### src/rtl/genius_control.sv
// -----------------------------------------------------------------------------
// genius_control
// Control FSM for a "Genius" (Simon-style) memory game. It sequences the
// datapath through setup, FPGA sequence playback, user entry, checking and
// result display. The pushbutton input is synchronized and edge-detected here.
//
// Optional feature macro: GENIUS_TIMEOUT_EN
//   defined   -> end_time=1 in PLAY (with end_User=0) ends the game (RESULT)
//   undefined -> end_time is ignored everywhere; PLAY leaves only on end_User
//
// Parameter
//   P_SYNC    number of synchronizer flops on enter (legal values: 2 or 3)
//
// Ports
//   CLOCK_50  in   sole clock, rising edge
//   reset     in   synchronous, active-low reset
//   enter     in   raw asynchronous active-low pushbutton (start/confirm)
//   end_FPGA  in   FPGA sequence playback finished
//   end_User  in   user finished entering the sequence
//   end_time  in   user entry timed out
//   win       in   final round reached
//   match     in   user entry matched the FPGA sequence
//   R1        out  game-scope datapath reset
//   R2        out  round-scope datapath reset
//   E1        out  setup register enable
//   E2        out  user entry / timer enable
//   E3        out  FPGA sequence enable
//   E4        out  round counter enable
//   SEL       out  display select (1 = game view, 0 = result view)
//   state_o   out  current state encoding
// -----------------------------------------------------------------------------
module genius_control #(
  parameter int P_SYNC = 2
) (
  input  logic       CLOCK_50,
  input  logic       reset,
  input  logic       enter,
  input  logic       end_FPGA,
  input  logic       end_User,
  input  logic       end_time,
  input  logic       win,
  input  logic       match,
  output logic       R1,
  output logic       R2,
  output logic       E1,
  output logic       E2,
  output logic       E3,
  output logic       E4,
  output logic       SEL,
  output logic [2:0] state_o
);

  typedef enum logic [2:0] {
    S_INIT     = 3'd0,
    S_SETUP    = 3'd1,
    S_PREP     = 3'd2,
    S_SEQUENCE = 3'd3,
    S_PLAY     = 3'd4,
    S_CHECK    = 3'd5,
    S_NEXT     = 3'd6,
    S_RESULT   = 3'd7
  } state_t;

  // ---------------------------------------------------------------------------
  // Enter conditioning: P_SYNC-stage synchronizer, then a registered 1->0 edge
  // detector. All stages reset to 1 (button released), so a key that is
  // already released when reset ends never produces a spurious press.
  // ---------------------------------------------------------------------------
  logic [P_SYNC-1:0] sync_q;
  logic              edge_q;
  logic              press_q;

  genvar gi;
  generate
    for (gi = 0; gi < P_SYNC; gi++) begin : g_sync
      if (gi == 0) begin : g_first
        always_ff @(posedge CLOCK_50) begin
          if (!reset) sync_q[gi] <= 1'b1;
          else        sync_q[gi] <= enter;
        end
      end else begin : g_rest
        always_ff @(posedge CLOCK_50) begin
          if (!reset) sync_q[gi] <= 1'b1;
          else        sync_q[gi] <= sync_q[gi-1];
        end
      end
    end
  endgenerate

  // The press pulse is registered so the FSM sees it P_SYNC+1 cycles after
  // the key falls; a held key stays low in the chain and yields one pulse.
  always_ff @(posedge CLOCK_50) begin
    if (!reset) begin
      edge_q  <= 1'b1;
      press_q <= 1'b0;
    end else begin
      edge_q  <= sync_q[P_SYNC-1];
      press_q <= edge_q & ~sync_q[P_SYNC-1];
    end
  end

  // ---------------------------------------------------------------------------
  // Next-state logic. The press pulse is consumed only in SETUP and RESULT;
  // everywhere else it is simply dropped, never latched.
  // ---------------------------------------------------------------------------
  state_t state_q;
  state_t state_d;

  always_comb begin
    state_d = state_q;
    case (state_q)
      S_INIT:     state_d = S_SETUP;
      S_SETUP:    if (press_q) state_d = S_PREP;
      S_PREP:     state_d = S_SEQUENCE;
      S_SEQUENCE: if (end_FPGA) state_d = S_PLAY;
      S_PLAY: begin
        if (end_User) begin
          state_d = S_CHECK;          // user completion wins over timeout
        end
`ifdef GENIUS_TIMEOUT_EN
        else if (end_time) begin
          state_d = S_RESULT;
        end
`endif
      end
      S_CHECK: begin
        if (match && !win) state_d = S_NEXT;
        else               state_d = S_RESULT;
      end
      S_NEXT:     state_d = S_PREP;
      S_RESULT:   if (press_q) state_d = S_INIT;
      default:    state_d = S_INIT;
    endcase
  end

`ifndef GENIUS_TIMEOUT_EN
  // end_time has no effect in this build.
  logic unused_end_time;
  assign unused_end_time = end_time;
`endif

  // Output decode, packed as {R1, R2, E1, E2, E3, E4, SEL}.
  function automatic logic [6:0] decode_outs(input state_t s);
    logic [6:0] o;
    o = 7'b0000000;
    case (s)
      S_INIT:     o = 7'b1100001;
      S_SETUP:    o = 7'b0010001;
      S_PREP:     o = 7'b0100001;
      S_SEQUENCE: o = 7'b0000101;
      S_PLAY:     o = 7'b0001001;
      S_CHECK:    o = 7'b0000001;
      S_NEXT:     o = 7'b0000011;
      S_RESULT:   o = 7'b0000000;
      default:    o = 7'b0000000;
    endcase
    return o;
  endfunction

  // State and outputs are registered together: outputs are decoded from the
  // state being loaded, so they always match state_q and never depend
  // combinationally on an input.
  logic [6:0] outs_q;

  always_ff @(posedge CLOCK_50) begin
    if (!reset) begin
      state_q <= S_INIT;
      outs_q  <= decode_outs(S_INIT);
    end else begin
      state_q <= state_d;
      outs_q  <= decode_outs(state_d);
    end
  end

  assign {R1, R2, E1, E2, E3, E4, SEL} = outs_q;
  assign state_o = state_q;

endmodule

### config.mk
export PLATFORM = sky130hd
export DESIGN_NAME = genius_control
export DESIGN_NICKNAME = d
export VERILOG_FILES = /design/src/rtl/genius_control.sv
export SDC_FILE = /design/constraint.sdc
export NUM_CORES = 1
export LEC_CHECK = 0
export CAP_MARGIN = 20
export CORE_MARGIN = 2
export CORE_UTILIZATION = 38
export CTS_CLUSTER_SIZE = 10
export DETAILED_ROUTE_END_ITERATION = 16
export GPL_ROUTABILITY_DRIVEN = 0
export PLACE_DENSITY = 0.71
export SETUP_SLACK_MARGIN = 0.15
export SLEW_MARGIN = 20
export SYNTH_ARGS = -nofsm -noshare
export SYNTH_HDL_FRONTEND = slang
export SYNTH_SLANG_ARGS = --single-unit
### constraint.sdc
create_clock -name CLOCK_50 -period 1.3 [get_ports CLOCK_50]
set_input_delay 0.13 -clock CLOCK_50 [delete_from_list [all_inputs] [get_ports CLOCK_50]]
set_output_delay 0.13 -clock CLOCK_50 [all_outputs]
set_load 0.005 [all_outputs]
==> results.sh <==
export IMPL_worstMarginPinSlew_ns=0.2936
export IMPL_via_count=496
export IMPL_cts_max_level=1
export IMPL_grt_max_degree=10
export IMPL_clock_skew_final_ns=0.0008861
export IMPL_drive_gt1_share_pct=32.94
export IMPL_power_total_mw=0.8948
export IMPL_cp_end_kind="register"
export IMPL_p_leak_nw=0.4063
export IMPL_ys_seq_area_share_pct=52.21
export IMPL_sw_frac_of_total_pct=22.15
export IMPL_finalHoldViolations=0
export IMPL_max_slew_margin_pct=80.42
export IMPL_clockBufferDepth=2
export IMPL_fp_dieH_um=41.59
export IMPL_synth_top_area_cell="dfxtp_1"
export IMPL_cp_required_ns=1.48
export IMPL_finalSetupViolCount=5
export IMPL_antenna_left=0
export IMPL_cts_tree="yes"
export IMPL_ir_drop_mv=0.5775
export IMPL_drc=0
export IMPL_rows=13
export IMPL_numCtsBuffers=3
export IMPL_hold_path_class="input port to register"
export IMPL_switchingPower_mw=0.1982
export IMPL_grt_pass1_vias=425
export IMPL_fp_dieW_um=41.59
export IMPL_numClockSinks=14
export IMPL_clk_pin_slew_ns=0.08
export IMPL_dp_cells=93
export IMPL_syn_num_nets=63
export IMPL_start_util_pct=40.74
export IMPL_synth_avg_cell_area_um2=9.759
export IMPL_fill_cells=113
export IMPL_fmax_mhz=704.0
export IMPL_netlist_cell_type_count=25
export IMPL_drt_iter0_markers=2
export IMPL_start_kind="register"
export IMPL_min_period_ns=1.420
export IMPL_netlist_top_cells_area="dfxtp_1, nand2b_1, and3b_1"
export IMPL_post_route_period_util_pct=109.3
export IMPL_violations="setup timing"
export IMPL_combPwrFrac_pct=15.0
export IMPL_routed_wl_mm=1.165
export IMPL_wl_per_cell_um=11.65
export IMPL_finalNetCount=94
export IMPL_antenna_found_initial=0
export IMPL_synth_flop_cell="dfxtp_1"
export IMPL_maxSlewViolCount=0
export IMPL_syn_inst=55
export IMPL_outcome="finished with violations"
export IMPL_grt_use_total_pct=14.32
export IMPL_clockRootBuffer="clkbuf_4"
export IMPL_critPathMaxFanout=8
export IMPL_ys_seq_elements=14
export IMPL_globalRoute_totalOverflow=0
export IMPL_final_cell_mix="buf_4, dfxtp_1, dlygate4sd2_1"
export IMPL_power_density_nw_per_um2=996.0
export IMPL_ys_warnings_count=0
export IMPL_critical_path_class="register to register"
export IMPL_antenna_cells=0
export IMPL_via_per_inst=4.960
export IMPL_ioPinCount=18
export IMPL_die_area_um2=1729
export IMPL_grt_pass1_wl_mm=1.890
export IMPL_clkLatencyLatePin_ns=0.27
export IMPL_dpl_hpwl_um=739.2
export IMPL_maxCapViolCount=0
export IMPL_netlist_area_um2=536.8
export IMPL_clkPwrFrac_pct=34.5
export IMPL_final_common_cell="buf_4"
export IMPL_grt_setup_unrepaired="true"
export IMPL_core_area_um2=1318
export IMPL_netlist_area_leader_share_pct=52.21
export IMPL_worst_slack_ns=-0.1205
export IMPL_p_int_mw=0.6966
export IMPL_worstPathArrival_ns=1.60
export IMPL_synthArstFlopShare_pct=0
export IMPL_synth_edff_count=0
export IMPL_syn2layout_area_growth_pct=67.37
export IMPL_drt_pass1_iterations=5
export IMPL_io_buffers=16
export IMPL_fin_cells=100
export IMPL_seq_power_share_pct=50.6
## stage by stage
step	setup TNS, ns	util (%)	hold WS (ns)	instance area [µm²]	worst slack, ns
2_1_floorplan	-0.2467	-	0.2253	543.0	-0.1212
6_report	-0.2921	68.19	0.4097	898.4	-0.1205
5_1_grt	-0.6066	68.19	0.4170	898.4	-0.1440
3_5_place_dp	-1.726	58.97	0.3973	777.0	-0.3072
4_1_cts	-0.3338	65.34	0.4047	860.8	-0.1126
3_3_place_gp	-1.618	58.97	0.3917	777.0	-0.2925
## flip-flops by register name, indices dropped and copies added (netlist names)
signal   count
outs_q       7
state_o      3
sync_q       2
edge_q       1
press_q      1
## critical path: stages (launching register included)
cell and delay, ns:
dfxtp_4 0.37, and3b_1 0.18, o21a_1 0.19, or3_4 0.40
and3_4 0.18
## what timing repair did
item | 4_1_cts | 5_1_grt
pin swaps | 3 | 2
hold buffers | 0 | 0
setup endpoints to repair | 18 | 10
setup buffers | 2 | 1
endpoints found under the hold margin | 0 | 0
gates resized for setup | 19 | 7
## worst paths after layout
check | startpoint | end | slack [ns] | cells after the start
worst max-delay path | state_o[2]$_SDFF_PN0_ | outs_q[4]$_SDFF_PP0_ | -0.12 | 4
worst min-delay path | enter | sync_q[0]$_SDFF_PN1_ | 0.41 | 2
worst max register to register | state_o[2]$_SDFF_PN0_ | outs_q[4]$_SDFF_PP0_ | -0.12 | 4
worst min register to register | edge_q$_SDFF_PN1_ | press_q$_SDFF_PN0_ | 0.41 | 2
## power groups by stage
stage / combinational (mW) / clock, mW / sequential, mW
after floorplan: 0.0428 / 0 / 0.467
after detailed placement: 0.120 / 0 / 0.465
after CTS: 0.127 / 0.315 / 0.453
after global routing: 0.144 / 0.344 / 0.456
final: 0.134 / 0.308 / 0.453
after global placement: 0.118 / 0 / 0.465
## cells by family (layout without fill, tap and decap cells)
family | count (synthesis) | count (layout) | share of synthesized area [%]
buf+inv | 6 | 36 | 4.896
flops | 14 | 14 | 52.21
simple gates | 24 | 24 | 27.74
mux | 1 | 1 | 1.865
compound gates | 10 | 10 | 13.29
## routing by layer
| metal | share of wire, % | up-vias | GRT usage, % |
|---|---|---|---|
| met5 | 0 | - | 0 |
| met4 | 0.34 | 0 | 5.806 |
| met3 | 6.6 | 2 | 5.652 |
| met2 | 51 | 17 | 24.06 |
| met1 | 42 | 227 | 16.03 |
| li1 | - | 250 | - |
## final cells by class
type	instances	area [µm²]	share of cell area, %
flip-flops and latches	14	289.0	32.17
multi-input cells	35	287.8	32.03
repair buffers	29	255.2	28.41
clock buffers	4	36.28	4.039
well taps	15	18.77	2.089
inverters	3	11.26	1.253
## synthesized netlist by cell type, types with 2 or more instances
cell / count
and2_1: 2
and3b_1: 2
clkbuf_1: 2
dfxtp_1: 14
inv_1: 3
nand2_1: 3
nand2b_1: 5
nand4_1: 2
nor2_1: 3
nor2b_1: 2
o21a_1: 2
o21ai_0: 2
Note: power is estimated with default switching activity, not from simulation.
